$ cat config.mk
export PLATFORM = sky130hd
export DESIGN_NAME = jtag_csr_bridge
export DESIGN_NICKNAME = d
export VERILOG_FILES = /design/src/rtl/jtag_csr_bridge.sv
export SDC_FILE = /design/constraint.sdc
export NUM_CORES = 1
export LEC_CHECK = 0
export CORE_MARGIN = 3
export CORE_UTILIZATION = 33
export DETAILED_ROUTE_END_ITERATION = 10
export DONT_BUFFER_PORTS = 1
export PLACE_DENSITY = 0.54
export SYNTH_ARGS = -nofsm -noshare
export SYNTH_HDL_FRONTEND = slang
export SYNTH_SLANG_ARGS = --single-unit
$ cat constraint.sdc
create_clock -name jtck -period 1.5 [get_ports jtck]
set_input_delay 0.3 -clock jtck [delete_from_list [all_inputs] [get_ports jtck]]
set_output_delay 0.3 -clock jtck [all_outputs]
set_load 0.05 [all_outputs]
$ cat src/rtl/jtag_csr_bridge.sv
// rtl/jtag_csr_bridge.sv - ECP5 JTAGG ER1 data register bridged to a request/ack CSR bus
module jtag_csr_bridge #(
    parameter int ADDR_W  = 8,
    parameter int DATA_W  = 32,
    parameter int TIMEOUT = 255
) (
    input  logic              jtck,
    input  logic              jrst,
    input  logic              jtdi,
    input  logic              jshift,
    input  logic              jupdate,
    input  logic              jce1,
    output logic              jtdo1,
    output logic              bus_req,
    output logic              bus_we,
    output logic [ADDR_W-1:0] bus_addr,
    output logic [DATA_W-1:0] bus_wdata,
    input  logic              bus_ack,
    input  logic [DATA_W-1:0] bus_rdata,
    output logic              ovr
);

    // DR length: {data, addr, write}
    localparam int L = 1 + ADDR_W + DATA_W;

    // Counter only has to reach TIMEOUT-1
    localparam int                CNT_W   = (TIMEOUT > 1) ? $clog2(TIMEOUT) : 1;
    localparam bit                TO_EN   = (TIMEOUT != 0);
    localparam logic [CNT_W-1:0]  TO_LAST = (TIMEOUT > 0) ? CNT_W'(TIMEOUT - 1) : '0;

    typedef enum logic {
        IDLE = 1'b0,
        REQ  = 1'b1
    } state_t;

    state_t             state;
    logic [L-1:0]       sr;
    logic               jshift_q;
    logic               jce1_q;
    logic               sel;
    logic [DATA_W-1:0]  rdata_hold;
    logic               to_flag;
    logic [CNT_W-1:0]   cnt;

    logic               busy;
    logic               capture;
    logic               update;
    logic [L-1:0]       cap_word;

    assign busy     = (state == REQ);
    // Capture-DR is the first cycle of jce1 with shift still low
    assign capture  = jce1 && !jce1_q && !jshift;
    // Update only counts if ER1 was the register that went through capture
    assign update   = jupdate && sel;
    assign cap_word = {rdata_hold, {(ADDR_W-1){1'b0}}, to_flag, busy};

    assign jtdo1    = sel ? sr[0] : 1'b0;

    // Data register: capture, LSB-first shift (jtdi lags jshift by one cycle), select tracking
    always_ff @(posedge jtck) begin
        if (jrst) begin
            sr       <= '0;
            jshift_q <= 1'b0;
            jce1_q   <= 1'b0;
            sel      <= 1'b0;
        end else begin
            jshift_q <= jshift;
            jce1_q   <= jce1;
            if (capture) begin
                sr  <= cap_word;
                sel <= 1'b1;
            end else begin
                if (jshift_q && sel) begin
                    sr <= {jtdi, sr[L-1:1]};
                end
                if (update) begin
                    sel <= 1'b0;
                end
            end
        end
    end

    // Bus FSM: launch on update, finish on ack or timeout, flag commands dropped while busy
    always_ff @(posedge jtck) begin
        if (jrst) begin
            state      <= IDLE;
            bus_req    <= 1'b0;
            bus_we     <= 1'b0;
            bus_addr   <= '0;
            bus_wdata  <= '0;
            rdata_hold <= '0;
            to_flag    <= 1'b0;
            ovr        <= 1'b0;
            cnt        <= '0;
        end else begin
            case (state)
                IDLE: begin
                    cnt <= '0;
                    if (update) begin
                        bus_we    <= sr[0];
                        bus_addr  <= sr[ADDR_W:1];
                        bus_wdata <= sr[L-1:ADDR_W+1];
                        to_flag   <= 1'b0;
                        bus_req   <= 1'b1;
                        state     <= REQ;
                    end
                end
                REQ: begin
                    cnt <= cnt + 1'b1;
                    // An update landing on the ack cycle still sees busy and is dropped
                    if (update) begin
                        ovr <= 1'b1;
                    end
                    if (bus_ack) begin
                        if (!bus_we) begin
                            rdata_hold <= bus_rdata;
                        end
                        bus_req <= 1'b0;
                        state   <= IDLE;
                    end else if (TO_EN && (cnt == TO_LAST)) begin
                        rdata_hold <= '1;
                        to_flag    <= 1'b1;
                        bus_req    <= 1'b0;
                        state      <= IDLE;
                    end
                end
                default: begin
                    bus_req <= 1'b0;
                    state   <= IDLE;
                end
            endcase
        end
    end

endmodule

==> results of run 1 <==
## cell families (layout without fill, tap and decap cells)
family | Yosys count | in the layout | share of synthesized area
AOI/OAI and AO/OA | 160 | 160 | 0.222
buffers and inverters | 92 | 91 | 0.0714
xor gates and xnor gates | 3 | 3 | 0.00484
adders and majority gates | 2 | 2 | 0.00461
DFF | 129 | 129 | 0.475
and+or+nand+nor | 263 | 263 | 0.222
## state kept, by name, summed over array words and instances (netlist names), 8 cells and up
register    cells
sr             41
bus_wdata      32
rdata_hold     32
bus_addr        8
cnt             8
## power breakdown
part	switching [uW]	total, uW	internal, uW	leakage (uW)
combinational	191	337	146	0.00107
clock	1480	4200	2720	0.000298
sequential	92.8	3610	3520	0.00105
## worst reg2reg max path, delay by kind of cell, from the launching register on
kind / cells / cell delay, ns
AND/OR/NAND/NOR: 1 / 0.52
buffers and inverters: 1 / 0.22
flip-flops: 1 / 0.29
AO/OA/AOI/OAI: 1 / 0.33
## how the worst max path moves through the flow
stage                     slack (ns)        endpoint  cells after the start   start
after floorplan                 0.13  rdata_hold[10]                      4  bus_we
after global placement          0.12  rdata_hold[25]                      4  bus_we
after detailed placement        0.07          sr[26]                      3  jshift
after CTS                       0.04          bus_we                      1  bus_we
after global routing         -0.0009          sr[27]                      3  jce1_q
final                           0.03           sr[9]                      3  jce1_q
## layer usage
layer | routed length, um | global-route usage
met1 | 6100 | 0.189
met3 | 665 | 0.0420
met5 | 0 | 0
met4 | 243 | 0.0622
met2 | 6230 | 0.241
## cell usage in the layout, fill, tap and decap left out, types with 2 or more instances in the layout
master         synthesis  layout
a21oi_1               53      53
a311oi_1              57      55
a311oi_2               9      11
and2_1                 2       2
and3b_1               33      33
buf_12                 0       6
buf_4                  0      14
bufinv_16              0       3
clkbuf_16              0      17
clkbuf_8               0       3
clkinv_2               0       6
clkinvlp_4             0       2
dfxtp_1              129     126
dfxtp_4                0       2
dlygate4sd3_1          0       3
ha_1                   2       2
inv_1                 35      35
nand2_1              167     167
nand2b_1               3       3
nand3_1                5       5
nand4_1                2       2
nor2_1                41      40
nor2b_1                3       3
o21a_1                32      32
o21ai_0                3       3
or3_1                  3       3
xor2_1                 2       2
## cell type report
type / count / area [um2] / area share
Clock buffer: 21 / 470 / 0.0741
Clock inverter: 11 / 135 / 0.0213
Inverter: 35 / 131 / 0.0207
Multi-Input combinational cell: 428 / 2480 / 0.391
Sequential cell: 129 / 2590 / 0.408
Tap cell: 216 / 270 / 0.0426
Timing Repair Buffer: 24 / 267 / 0.0420
## timing repair
action,4_1_cts,5_1_grt
setup endpoints to repair,1,11
buffers inserted,0,1
pin swaps,0,1
hold endpoints to repair,81,78
gates resized for setup,1,7
## through the flow
step                      setup TNS (ns)  std cells  total power, uW  instance area, um2  hold slack, ns
after global placement                 0        828             4000                5680           0.382
after global routing           -0.000932        864             8460                6350         -0.0658
after detailed placement               0        828             4020                5680           0.383
final                                  0        864             8150                6350         -0.0288
after floorplan                        0        649             3990                5430           0.428
after CTS                              0        863             8260                6320         -0.0689
==> flow_summary.json, run 1 <==
{
  "status": "complete, but fails checks",
  "violations": "negative hold slack",
  "root_buffer": "clkbuf_16",
  "yosysMostFrequentCell": "nand2_1",
  "hold_viol_final": 6,
  "cellPowerDensity_nw_per_um2": 1280,
  "tightest_slew_ns": 0.553,
  "layout-drive-gt1-share": 0.108,
  "setup_viol": 0,
  "crit_required_ns": 1.82,
  "skew_ns": 0.00713,
  "slew_headroom": 0.631,
  "avgViaCountPerCell": 5.16,
  "vias": 4460,
  "worstHoldEndpoint": "bus_addr[3]",
  "dp_slack_ns": 0.0697,
  "ir_drop_uv": 897,
  "path_buf_inv": 1,
  "grtUsageTotal": 0.150,
  "r2r_end": "sr[9]",
  "drv_slew": 0,
  "grt-ovfl-total": 0,
  "grt_max_degree": 118,
  "ys_warn_count": 0,
  "cp_top_family": "simple AND/OR/NAND/NOR gates",
  "num_rows": 46,
  "arrival_ns": 1.78,
  "path_class": "reg2reg",
  "leakagePower_uw": 0.00241,
  "ys_seq_elements": 129,
  "rrSetupSlack_ns": 0.03,
  "ys_seq_area_frac": 0.475,
  "max_stage_delay_ns": 0.52,
  "cts_hold_buffers": 3,
  "grt_pass1_vias": 4426,
  "min_period_ns": 1.47,
  "startpoint_type": "flip-flop",
  "crit_path_end_kind": "flip-flop",
  "rsz0062_at_grt": "yes",
  "postSynthCellCount": 649,
  "final_util": 0.397,
  "cts.sink_count": 129,
  "hold_path_class": "in2reg",
  "cts_inserted_buffers": 17,
  "reg2reg_depth": 3,
  "synth_area_um2": 5430,
  "drt_iter0_drc": 212,
  "die_h_um": 134,
  "die_area_um2": 18000,
  "grt_pass1_wl_mm": 21.8,
  "nFillCells": 1662,
  "port-buffer-count": 0,
  "drcViolationCount": 0,
  "async_flop_share": 0,
  "diodes": 0,
  "synth_top_cell_by_area": "dfxtp_1",
  "cp_max_fo": 69,
  "place_congestion": 0.723,
  "synth_commonest_cells": "nand2_1, dfxtp_1, a311oi_1",
  "h-tree-depth": 4,
  "drv_cap": 0,
  "cts_tree": "built",
  "ys_top_cells_by_area": "dfxtp_1, nand2_1, a311oi_1",
  "start_util": 0.340,
  "syn-num-nets": 690,
  "clock_latency_ns": 0.42,
  "synth_top_cell_area_share": 0.475,
  "synth_edf_count": 0,
  "hold_depth": 1,
  "first_pass_iters": 4,
  "antenna_found_initial": 0,
  "fmax_mhz": 682,
  "slowest_stage": "or3b_2",
  "worst_hold_startpoint": "jrst",
  "crit_chain": "or3b_2 -> buf_12 -> a311oi_1",
  "place_hpwl_mm": 8.24,
  "ant_nets": 0,
  "area_growth_pct": 16.9,
  "drt-total-wl_mm": 13.2,
  "wire_per_inst_um": 15.3,
  "fin_nets": 676,
  "finalCritPeriodShare": 0.977,
  "clk_pin_slew_ns": 0.06,
  "rr_startpoint": "jce1_q",
  "avgSynthCellArea_um2": 8.37,
  "io_pins": 83,
  "ys_types": 33,
  "synthFlopType": "dfxtp_1",
  "setup_slack_ns": 0.0338,
  "core_area_um2": 16000,
  "die-width_um": 134,
  "fin_hold_ws_ns": -0.0288,
  "clock_path_buffers": 2
}
(Power assumes the default switching activity.)
==> run 2, diff against run 1 <==
Settings changed: CTS_BUF_LIST from default to sky130_fd_sc_hd__clkbuf_2.
==> run 2 against run 1 <==
Net effect: the flow finishes with violations (negative hold slack, negative setup slack); utilization grew 0.19 points; combinational power grew 23%; power shrank 25%; sequential power shrank 2%; design area grew 0.47%; largest cell class unchanged; non-clock buffer count grew 10; via count grew 1.3%.
==> flow_summary.json, run 2 (same netlist as run 1, synthesis figures left out) <==
{
  "layout-drive-gt1-share": 0.198,
  "skew_ns": 0.0242,
  "die_area_um2": 18000,
  "top_register": "sr",
  "slew_headroom": 0.697,
  "hold_viol_final": 117,
  "violations": "negative hold slack, negative setup slack",
  "final_common_cell": "nand2_1",
  "cp_max_fo": 2,
  "setup_slack_ns": -0.137,
  "cts_tree": "built",
  "start_util": 0.340,
  "crit_path_end_kind": "primary output",
  "clk_pin_slew_ns": 0.18,
  "port-buffer-count": 0,
  "drcViolationCount": 0,
  "cellPowerDensity_nw_per_um2": 959,
  "antenna_found_initial": 0,
  "die_h_um": 134,
  "grt-ovfl-total": 0,
  "path_class": "reg2out",
  "rsz0062_at_grt": "yes",
  "avgViaCountPerCell": 5.17,
  "largest_reg_flops": 41,
  "place_hpwl_mm": 8.24,
  "core_area_um2": 16000,
  "ant_nets": 0,
  "first_pass_iters": 4,
  "status": "complete, but fails checks",
  "die-width_um": 134,
  "fin_hold_ws_ns": -0.319,
  "clock_latency_ns": 0.69,
  "arrival_ns": 1.34,
  "finalCritPeriodShare": 1.09,
  "place_congestion": 0.723,
  "root_buffer": "clkbuf_2",
  "num_rows": 46,
  "drt-total-wl_mm": 13.8,
  "crit_required_ns": 1.20,
  "vias": 4516,
  "grt_pass1_wl_mm": 22.1,
  "wire_per_inst_um": 15.8,
  "drt_iter0_drc": 238,
  "leakagePower_uw": 0.00239,
  "largest_registers": "sr x41, bus_wdata x32, rdata_hold x32",
  "fmax_mhz": 611,
  "grt_max_degree": 118,
  "min_period_ns": 1.64,
  "drv_slew": 0,
  "area_growth_pct": 17.4,
  "hold_path_class": "in2reg",
  "diodes": 0,
  "grtUsageTotal": 0.152,
  "io_pins": 83,
  "ir_drop_uv": 590,
  "cts_inserted_buffers": 17,
  "cts.sink_count": 129,
  "drv_cap": 0,
  "grt_pass1_vias": 4483,
  "final_cell_mix": "nand2_1, dfxtp_1, a21oi_1",
  "clock_path_buffers": 2,
  "startpoint_type": "flip-flop",
  "tightest_slew_ns": 0.454,
  "post_dp_cell_area_um2": 5680,
  "h-tree-depth": 4,
  "fin_nets": 686,
  "design_area_um2": 6380,
  "setup_viol": 2
}
-- run 2: cell count changes in the layout (fill, tap and decap cells not counted), sizes merged --
cell         delta
dlygate4sd3     +3
clkbuf          -2
clkinv          +3
buf             +6
-- run 2: worst paths after layout --
path,slack (ns),endpoint,from,depth (start not counted)
min,-0.32,bus_addr[3],jrst,1
max reg2reg,0.06,rdata_hold[14],bus_we,5
max,-0.14,jtdo1,sel,2
min reg2reg,0.46,bus_addr[3],sr[4],2
-- run 2: repair_timing --
item                                    CTS  global route
hold buffers                              6             1
resized for setup                        98            20
setup buffers                             4             2
endpoints found under the setup margin   44           102
gates cloned                              0             1
pin swaps                                 1             2
endpoints found under the hold margin   129           125
-- run 2: routing by layer --
| layer | vias up | wire (um) | track usage |
|---|---|---|---|
| met4 | 0 | 130 | 0.0464 |
| met2 | 120 | 6560 | 0.243 |
| li1 | 2232 | - | - |
| met5 | - | 0 | 0 |
| met3 | 15 | 865 | 0.0514 |
| met1 | 2149 | 6290 | 0.195 |
-- run 2: through the flow --
step	worst slack, ns	setup TNS [ns]	utilization	instances	total power (uW)
floorplan	0.129	0	-	649	3990
global placement	0.117	0	0.355	828	4000
detailed placement	0.0697	0	0.355	828	4020
CTS	-0.220	-2.04	0.389	870	6200
global route	-0.280	-3.92	0.399	874	6450
finish	-0.137	-0.174	0.399	874	6120
-- run 2: final cells by class --
| type | instances | area, um2 |
|---|---|---|
| Fill cell | 1669 | 9620 |
| Sequential cell | 129 | 2740 |
| Multi-Input combinational cell | 428 | 2560 |
| Timing Repair Buffer | 34 | 439 |
| Tap cell | 216 | 270 |
| Clock inverter | 14 | 146 |
| Inverter | 35 | 131 |
| Clock buffer | 18 | 90.1 |
-- run 2: where the power goes --
group          internal [uW]  switching [uW]  leakage, uW
Clock                    900            1260     0.000146
Sequential              3450            91.3      0.00108
Combinational            181             234      0.00116
-- run 2: worst max-delay path, cell delays in order (launching register included) --
cell	delay, ns
dfxtp_4	0.39
and2_4	0.14
buf_8	0.14
